===== config.mk =====
export PLATFORM = sky130hd
export DESIGN_NAME = uart_frame_scheduler
export DESIGN_NICKNAME = d
export VERILOG_FILES = /design/src/rtl/uart_frame_scheduler.sv
export SDC_FILE = /design/constraint.sdc
export NUM_CORES = 1
export LEC_CHECK = 0
export BUFFER_PORTS_ARGS = -buffer_cell sky130_fd_sc_hd__buf_2
export CORE_AREA = 8 8 83 85
export CTS_CLUSTER_SIZE = 20
export DETAILED_ROUTE_END_ITERATION = 10
export DIE_AREA = 0 0 91 93
export PLACE_DENSITY = 0.68
export REMOVE_ABC_BUFFERS = 1
export SYNTH_ARGS = -nofsm -noshare
export SYNTH_HDL_FRONTEND = slang
export SYNTH_SLANG_ARGS = --single-unit
export TNS_END_PERCENT = 5

===== constraint.sdc =====
create_clock -name Clk -period 2.3 [get_ports Clk]
set_input_delay 0.46 -clock Clk [delete_from_list [all_inputs] [get_ports Clk]]
set_output_delay 0.46 -clock Clk [all_outputs]
set_load 0.005 [all_outputs]

===== src/rtl/uart_frame_scheduler.sv =====
// uart_frame_scheduler: packs each ADC result into a fixed UART frame and paces a single-byte transmitter.
// Latency: a sample seen in IDLE gives Byte_En on the next cycle. Each later byte follows its Tx_Done by one cycle.
// Backpressure: only one frame is in flight at a time. One sample can be held pending, and a newer sample overwrites it and sets Overrun.
//
// Ports:
//   Clk, Rst_n          clock; synchronous active-low reset
//   m_wr/m_addr/m_wrdata host register writes (ADDR_EN_TX bit0 = enable, ADDR_BAUD bits[2:0] = baud)
//   ADC_Flag/ADC_Data   sample strobe and data
//   Tx_Done             transmitter finished current byte
//   Byte_En/Tx_Data     start strobe and byte to send (held until Tx_Done)
//   Baud_Set            baud select, updated only at frame start
//   Busy, Overrun       frame in flight; sticky pending-overwrite flag
// Optional feature: define UART_FRAME_CHECKSUM_EN to append an 8-bit sum byte (4-byte frame).
module uart_frame_scheduler #(
  parameter logic [7:0] HEADER     = 8'hAA,
  parameter logic [7:0] ADDR_EN_TX = 8'd4,
  parameter logic [7:0] ADDR_BAUD  = 8'd5
) (
  input  logic        Clk,
  input  logic        Rst_n,
  input  logic        m_wr,
  input  logic [7:0]  m_addr,
  input  logic [15:0] m_wrdata,
  input  logic        ADC_Flag,
  input  logic [15:0] ADC_Data,
  input  logic        Tx_Done,
  output logic        Byte_En,
  output logic [7:0]  Tx_Data,
  output logic [2:0]  Baud_Set,
  output logic        Busy,
  output logic        Overrun
);

`ifdef UART_FRAME_CHECKSUM_EN
  localparam int NBYTES = 4;
`else
  localparam int NBYTES = 3;
`endif
  localparam logic [1:0] LAST_IDX = 2'(NBYTES - 1);

  typedef enum logic [1:0] {IDLE, SEND, WAIT} state_t;

  state_t      state;
  logic        en_tx;
  logic [2:0]  baud_reg;
  logic [15:0] frame_dat;
  logic [1:0]  idx;
  logic        pend_vld;
  logic [15:0] pend_dat;

  // Only the low bits of the write data are meaningful for these registers.
  logic unused_wrdata;
  assign unused_wrdata = &{1'b0, m_wrdata[15:3]};

  // Byte i of the frame built from sample d.
  function automatic logic [7:0] frame_byte(input logic [15:0] d, input logic [1:0] i);
    logic [7:0] b;
    case (i)
      2'd0:    b = HEADER;
      2'd1:    b = d[15:8];
      2'd2:    b = d[7:0];
`ifdef UART_FRAME_CHECKSUM_EN
      default: b = HEADER + d[15:8] + d[7:0];
`else
      default: b = 8'h00;
`endif
    endcase
    return b;
  endfunction

  wire wr_en_tx = m_wr && (m_addr == ADDR_EN_TX);
  wire wr_baud  = m_wr && (m_addr == ADDR_BAUD);

  always_ff @(posedge Clk) begin
    if (!Rst_n) begin
      state     <= IDLE;
      en_tx     <= 1'b1;
      baud_reg  <= 3'd0;
      frame_dat <= 16'd0;
      idx       <= 2'd0;
      pend_vld  <= 1'b0;
      pend_dat  <= 16'd0;
      Byte_En   <= 1'b0;
      Tx_Data   <= 8'd0;
      Baud_Set  <= 3'd0;
      Busy      <= 1'b0;
      Overrun   <= 1'b0;
    end else begin
      Byte_En <= 1'b0;

      if (wr_en_tx) en_tx    <= m_wrdata[0];
      if (wr_baud)  baud_reg <= m_wrdata[2:0];

      // While disabled, the pending slot is flushed and new samples are dropped.
      // In IDLE with enable set, a sample goes straight into the frame, not the slot.
      if (!en_tx) begin
        pend_vld <= 1'b0;
      end else if (ADC_Flag && (state != IDLE)) begin
        pend_dat <= ADC_Data;
        pend_vld <= 1'b1;
        if (pend_vld) Overrun <= 1'b1;
      end

      // An enable write clears Overrun. It wins over a same-cycle overwrite.
      if (wr_en_tx) Overrun <= 1'b0;

      case (state)
        IDLE: begin
          if (en_tx && (ADC_Flag || pend_vld)) begin
            // A fresh sample has priority, and an older pending sample stays queued.
            frame_dat <= ADC_Flag ? ADC_Data : pend_dat;
            if (!ADC_Flag) pend_vld <= 1'b0;
            Baud_Set  <= baud_reg;
            idx       <= 2'd0;
            Byte_En   <= 1'b1;
            Tx_Data   <= HEADER;
            Busy      <= 1'b1;
            state     <= SEND;
          end
        end
        SEND: begin
          state <= WAIT;
        end
        WAIT: begin
          if (Tx_Done) begin
            if (idx == LAST_IDX) begin
              Busy  <= 1'b0;
              state <= IDLE;
            end else begin
              idx     <= idx + 2'd1;
              Byte_En <= 1'b1;
              Tx_Data <= frame_byte(frame_dat, idx + 2'd1);
              state   <= SEND;
            end
          end
        end
        default: begin
          Busy  <= 1'b0;
          state <= IDLE;
        end
      endcase
    end
  end

endmodule


==> metrics.md, run 1 <==
| Metric | Value |
|---|---|
| Status | finished clean |
| Syn-to-layout area delta | 14.1% |
| Antenna-violating nets left | 0 |
| 1st-iter DRT viols | 104 |
| GRT Residual Overflow | 0 |
| CTS Buffer Depth | 2 |
| Area occupied by multi-input gates | roughly 1200 sq um |
| Placed inst area | 2710 sq um |
| Clock sinks | 55 |
| Worst setup SP type | flop |
| Design Area, Final | 2810 sq um |
| PwrDens | between 700 and 800 nW/um^2 |
| Area leader, netlist | dfxtp_1 |
| Remaining DRCs | 0 |
| Post-CTS Repair Setup Buffers | 0 |
| Fillers | between 500 and 600 |
| R2r startpoint | state[0]$_SDFFE_PN0P_ |
| Lkg Pwr | 1.11 nW |
| Maxcap violations | 0 |
| Yosys warnings | 0 |
| Hold path start | ADC_Data[6] |
| Synth Flop Type | dfxtp_1 |
| Worst clock skew | 7.41 ps |
| Fin cells | 380 |
| Ports | 59 |
| Core area | 5680 sq um |
| Worst path cell trace | or3b_1 -> nor2_8 -> o221a_2 |
| Area contributors post-synth | dfxtp_1, a211oi_1, a21oi_1 |
| Count of cell types in the netlist | 40 |
| Slowest cell on the critical path | or3b_1 |
| Setup-failing EPs final | 0 |
| CTS Buf Count | 5 |
| Vias in the first global route | about 2,000 |
| Ys async rst share | 0 |
| Worst Setup Path Type | reg -> reg |
| Worst-path fanout max | 17 |
| Placed insts | 372 |
| Overall routing resource usage | 0.135 |
| H-tree depth | 2 |
| Largest net degree at the start of global routing | 42 |
| First-pass GRT wire length | 9450 um |
| Layout net count | 352 |
| Largest registers | frame_dat (16), pend_dat (16), Tx_Data (8) |
| Worst slew pin tran | around 760 ps |
| Via-to-Cell Ratio | 5.27 |
| Post-synthesis register bit count | 55 |
| RSZ-0062 raised after global routing | no |
| Via count | approximately 2,000 |
| Hold-fix buffers, CTS | 0 |
| Post_cts resized | 0 |
| Register area | 1100 sq um |
| Critical path's largest stage delay | 640 ps |
| Slew HR | 0.491 |
| Worst-path clk slew | around 100 ps |
| Share of cells above drive strength 1 | 0.216 |
| Port Buffer Count | 45 |
| Worst hold slack | 383 ps |
| Initial antenna violation count | 0 |
| DP HPWL | ~3800 um |
| Die H | 93 um |
| Hold Fails Final Rpt | 0 |
| DR pass1 iterations | 4 |
| Row cnt | 28 |
| Starting density of the core | 0.434 |
| Slew Viols, Final | 0 |
| Mapped Cells | 270 |
| Drt total wl | 5590 um |
| Part of the Yosys area used for sequential elements | 0.447 |
| Worst Path Arrival | 1930 ps |
| Die W | 91 um |
| Number of synthesized flops with an enable pin | 0 |
| Final Critical Period | approximately 1700 ps |
| Start point of the critical path | state[0]$_SDFFE_PN0P_ |
| Antenna Cells | 0 |
| TritonCTS clock tree | yes |
| Setup TNS | 0 ps |
| Root Buffer | clkbuf_8 |
| VDD IR max | 0.408 mV |
| Post-Syn Area | 2460 sq um |
| Drt wl/cell | 14.7 um |
| RePlAce Congestion | 0.767 |
| Worst setup EP type | flop |
| Min-delay worst type | in -> reg |
| Yosys top cell area share | 0.447 |
| Max Fclk | 599 MHz |
| Die area | ~8500 sq um |
| Average instance area after synthesis | around 9.1 sq um |
| Crit share post-route | 0.726 |
| CP required | 2560 ps |
| Worst skew pair latency | 310 ps |
==> logic make-up after synthesis <==
| group | synth area share |
|---|---|
| AO/OA/AOI/OAI | 0.252 |
| AND/OR/NAND/NOR | 0.152 |
| flip-flops | 0.447 |
| buffers and inverters | 0.0524 |
| multiplexers | 0.0813 |
| adder cells (fa/ha/maj) | 0.0153 |
==> through the flow <==
stage | power (mW) | utilization | worst slack [ps]
2_1_floorplan | 1.31 | - | 500
5_1_grt | 2.09 | 0.495 | 525
3_5_place_dp | 1.45 | 0.478 | 535
6_report | 1.98 | 0.495 | 630
3_3_place_gp | 1.44 | 0.478 | 566
4_1_cts | 2.00 | 0.495 | 637
==> layout by cell type (no fill, tap or decap), types with 4 or more instances in the layout <==
cell and instances:
clkbuf_8 6, a211oi_1 28, mux2i_1 20, dfxtp_1 55, inv_1 5, and2_1 4, o211ai_1 4, a22o_1 8
a21oi_1 41, o21ai_0 5, buf_2 45, nand2_1 46, nand3_1 4
==> report_power, final <==
group	internal [mW]	leakage, nW	switching [mW]	total, mW
combinational	0.147	0.607	0.200	0.347
sequential	1.03	0.450	0.0462	1.07
clock	0.248	0.0484	0.315	0.562
total	1.42	1.11	0.561	1.98
==> layout make-up <==
cell class	count	area share
Sequential cell	55	0.392
Clock inverter	1	0.00312
Clock buffer	7	0.0307
Timing Repair Buffer	49	0.0954
Tap cell	75	0.0334
Inverter	5	0.00668
Multi-Input combinational cell	188	0.439
==> worst paths after layout <==
check | slack, ps | to | depth (start not counted)
setup / recovery | 630 | Busy$_SDFFE_PN0P_ | 3
hold / removal | 380 | pend_dat[6]$_SDFFE_PN0P_ | 3
setup reg to reg | 630 | Busy$_SDFFE_PN0P_ | 3
hold reg to reg | 460 | pend_dat[0]$_SDFFE_PN0P_ | 2
==> critical path, delay by kind of cell (launching register included) <==
kind	cells	cell delay (ps)
AOI/OAI and AO/OA	1	220
DFF	1	430
and+or+nand+nor	2	960
==> Yosys cell counts (all sizes together), types with 3 or more instances <==
cell and n:
clkbuf 8, o21ai 6, and2 4, a21oi 41, o211ai 5, a22o 8, ha 3, dfxtp 55
buf 14, inv 5, a211oi 28, nor2 4, nand3 4, mux2i 20, nand2 46, nor3 3
==> layer usage <==
| layer | GRT usage | routed length [um] |
|---|---|---|
| met4 | 0.0464 | 86 |
| met5 | 0 | 0 |
| met1 | 0.166 | 2670 |
| met2 | 0.219 | 2530 |
| met3 | 0.0409 | 303 |
Power figures use the tool's default switching activity.
==> run 2, diff against run 1 <==
- PLACE_DENSITY: 0.68 -> 0.71
- clock period: 2.3 -> 1.3 ns (I/O delays scaled with it)
==> metrics.md, run 2 (same netlist as run 1, synthesis figures left out) <==
| Metric | Value |
|---|---|
| Largest registers | frame_dat (16), pend_dat (16), Tx_Data (8) |
| Via count | 2,138 (+6.8%) |
| Placed inst area | 2970 sq um (+9.5%) |
| Failing checks | negative setup slack |
| CTS Buf Count | 5 (unchanged) |
| Placed insts | 398 (+7.0%) |
| Register area | 1110 sq um (+0.57%) |
| Area occupied by multi-input gates | 1320 sq um (+7.5%) |
| Worst clock skew | 5.72 ps (-1.69 ps) |
| CP dominant cell by count | a211oi_1 |
| DR pass1 iterations | 4 (unchanged) |
| Worst skew pair latency | 300 ps (about the same) |
| Vias in the first global route | 2,160 (+9.4%) |
| Worst setup EP type | flop |
| Port Buffer Count | 45 (unchanged) |
| 1st-iter DRT viols | 83 (-20%) |
| Hold-fix buffers, CTS | 0 (unchanged) |
| Worst path cell trace | inv_1 -> ha_4 -> a22o_1 -> a211oi_1 -> a211oi_1 |
| Maxcap violations | 0 (unchanged) |
| Row cnt | 28 (unchanged) |
| Ports | 59 (unchanged) |
| Clock sinks | 55 (unchanged) |
| CP delay by family, top | compound AO/OA/AOI/OAI gates |
| Drt total wl | 5800 um (+3.7%) |
| Largest net degree at the start of global routing | 48 (+14%) |
| Final Critical Period | 1360 ps (-313 ps) |
| Critical path's largest stage delay | 380 ps (-260 ps) |
| Setup-failing EPs final | 21 (+21) |
| Total power | 3.80 mW (+92%) |
| Drt wl/cell | 14.2 um (-3.2%) |
| CTS Buffer Depth | 2 (unchanged) |
| Die area | 8460 sq um (unchanged) |
| Worst setup SP type | flop |
| Max Fclk | 737 MHz (+23%) |
| Most frequent cells in the layout | dfxtp_1, nand2_1, buf_2 |
| Post-Place Worst Slack | -222 ps (-757 ps) |
| TritonCTS clock tree | yes |
| Status | complete, but fails checks |
| Fillers | 512 (-6.2%) |
| Slowest cell on the critical path | dfxtp_4 |
| Design Area, Final | 3200 sq um (+14%) |
| Setup WS post-layout | -56.6 ps (-687 ps) |
| Slew Viols, Final | 0 (unchanged) |
| GRT Residual Overflow | 0 (unchanged) |
| Worst slew pin tran | 258 ps (-504 ps) |
| CP required | 1490 ps (-1070 ps) |
| Worst-path clk slew | 100 ps (about the same) |
| Number of buffers and inverters on the critical path | 1 (+1) |
| Overall routing resource usage | 0.138 (+0.00377) |
| Worst Path Arrival | 1540 ps (-390 ps) |
| Starting density of the core | 0.434 (unchanged) |
| Via-to-Cell Ratio | 5.25 (-0.29%) |
| VDD IR max | 0.817 mV (+100%) |
| RePlAce Congestion | 0.812 (+5.9%) |
| PwrDens | 1190 nW/um^2 (+68%) |
| Worst Setup Path Type | reg -> reg |
| Fin cells | 407 (+7.1%) |
| Commonest non-fill, non-tap cell in the layout | dfxtp_1 |
| Die W | 91 um (unchanged) |
| H-tree depth | 2 (unchanged) |
| Lkg Pwr | 1.28 nW (+16%) |
| Antenna Cells | 0 (unchanged) |
| DP HPWL | 4210 um (+9.8%) |
| Slew HR | 0.828 (+0.337) |
| Share of cells above drive strength 1 | 0.334 (+0.118) |
| Worst-path fanout max | 6 (-11) |
| Die H | 93 um (unchanged) |
| Layout net count | 380 (+8.0%) |
| Initial antenna violation count | 0 (unchanged) |
| Core area | 5680 sq um (unchanged) |
| Syn-to-layout area delta | 30.0% |
| RSZ-0062 raised after global routing | yes |
| First-pass GRT wire length | 9830 um (+3.9%) |
| Min-delay worst type | in -> reg |
| Root Buffer | clkbuf_8 |
| Crit share post-route | 1.04 (+0.318) |
| Remaining DRCs | 0 (unchanged) |
| Hold Fails Final Rpt | 0 (unchanged) |
| Antenna-violating nets left | 0 (unchanged) |
## run 2: cell types whose count changed in the layout (fill, tap and decap cells not counted), sizes merged
cell	previous run	this run
bufinv	0	1
clkbuf	7	5
clkinv	1	0
clkinvlp	0	1
buf	49	77
## run 2: worst min-delay path: cells and delay by family
| family | cells | cell delay [ps] |
|---|---|---|
| compound gates | 1 | 50 |
| buf+inv | 1 | 100 |
| simple gates | 1 | 50 |
## run 2: routing by layer
metal / GRT usage / vias to the layer above / routed length, um
li1: - / 1089 / -
met3: 0.0385 / 5 / 258
met2: 0.248 / 38 / 3000
met1: 0.156 / 1006 / 2490
met4: 0.0437 / 0 / 59
met5: 0 / - / 0
## run 2: worst paths after layout
| kind | endpoint | slack, ps | depth (start not counted) | startpoint |
|---|---|---|---|---|
| max | Tx_Data[3]$_SDFFE_PN0P_ | -60 | 5 | idx[1]$_SDFFE_PN0P_ |
| min | pend_dat[7]$_SDFFE_PN0P_ | 190 | 3 | ADC_Data[7] |
| max reg2reg | Tx_Data[3]$_SDFFE_PN0P_ | -60 | 5 | idx[1]$_SDFFE_PN0P_ |
| min reg2reg | pend_dat[14]$_SDFFE_PN0P_ | 460 | 2 | pend_dat[14]$_SDFFE_PN0P_ |
## run 2: what timing repair did
item / CTS / global route
endpoints found under the setup margin: 28 / 31
resized for setup: 21 / 6
pin swaps: 10 / 8
cloned: 1 / 0
buffers inserted: 1 / 0
hold endpoints to repair: 0 / 0
## run 2: metrics by stage
step	utilization	setup TNS, ps	hold WS [ps]
after global routing	0.564	-2260	185
after CTS	0.560	-396	186
after detailed placement	0.523	-2350	446
after global placement	0.523	-1620	441
after floorplan	-	-9940	382
final	0.564	-327	190
## run 2: final cells by class
type,instances,area share
Tap cell,75,0.0293
Timing Repair Buffer,77,0.172
Clock inverter,2,0.0117
Sequential cell,55,0.346
Multi-Input combinational cell,188,0.414
Inverter,5,0.00587
Clock buffer,5,0.0215
## run 2: power breakdown
group | total [mW] | switching (mW) | leakage (nW) | internal (mW)
logic | 0.822 | 0.416 | 0.781 | 0.406
registers | 1.88 | 0.0704 | 0.451 | 1.81
clock network | 1.10 | 0.535 | 0.0502 | 0.563
total | 3.80 | 1.02 | 1.28 | 2.78
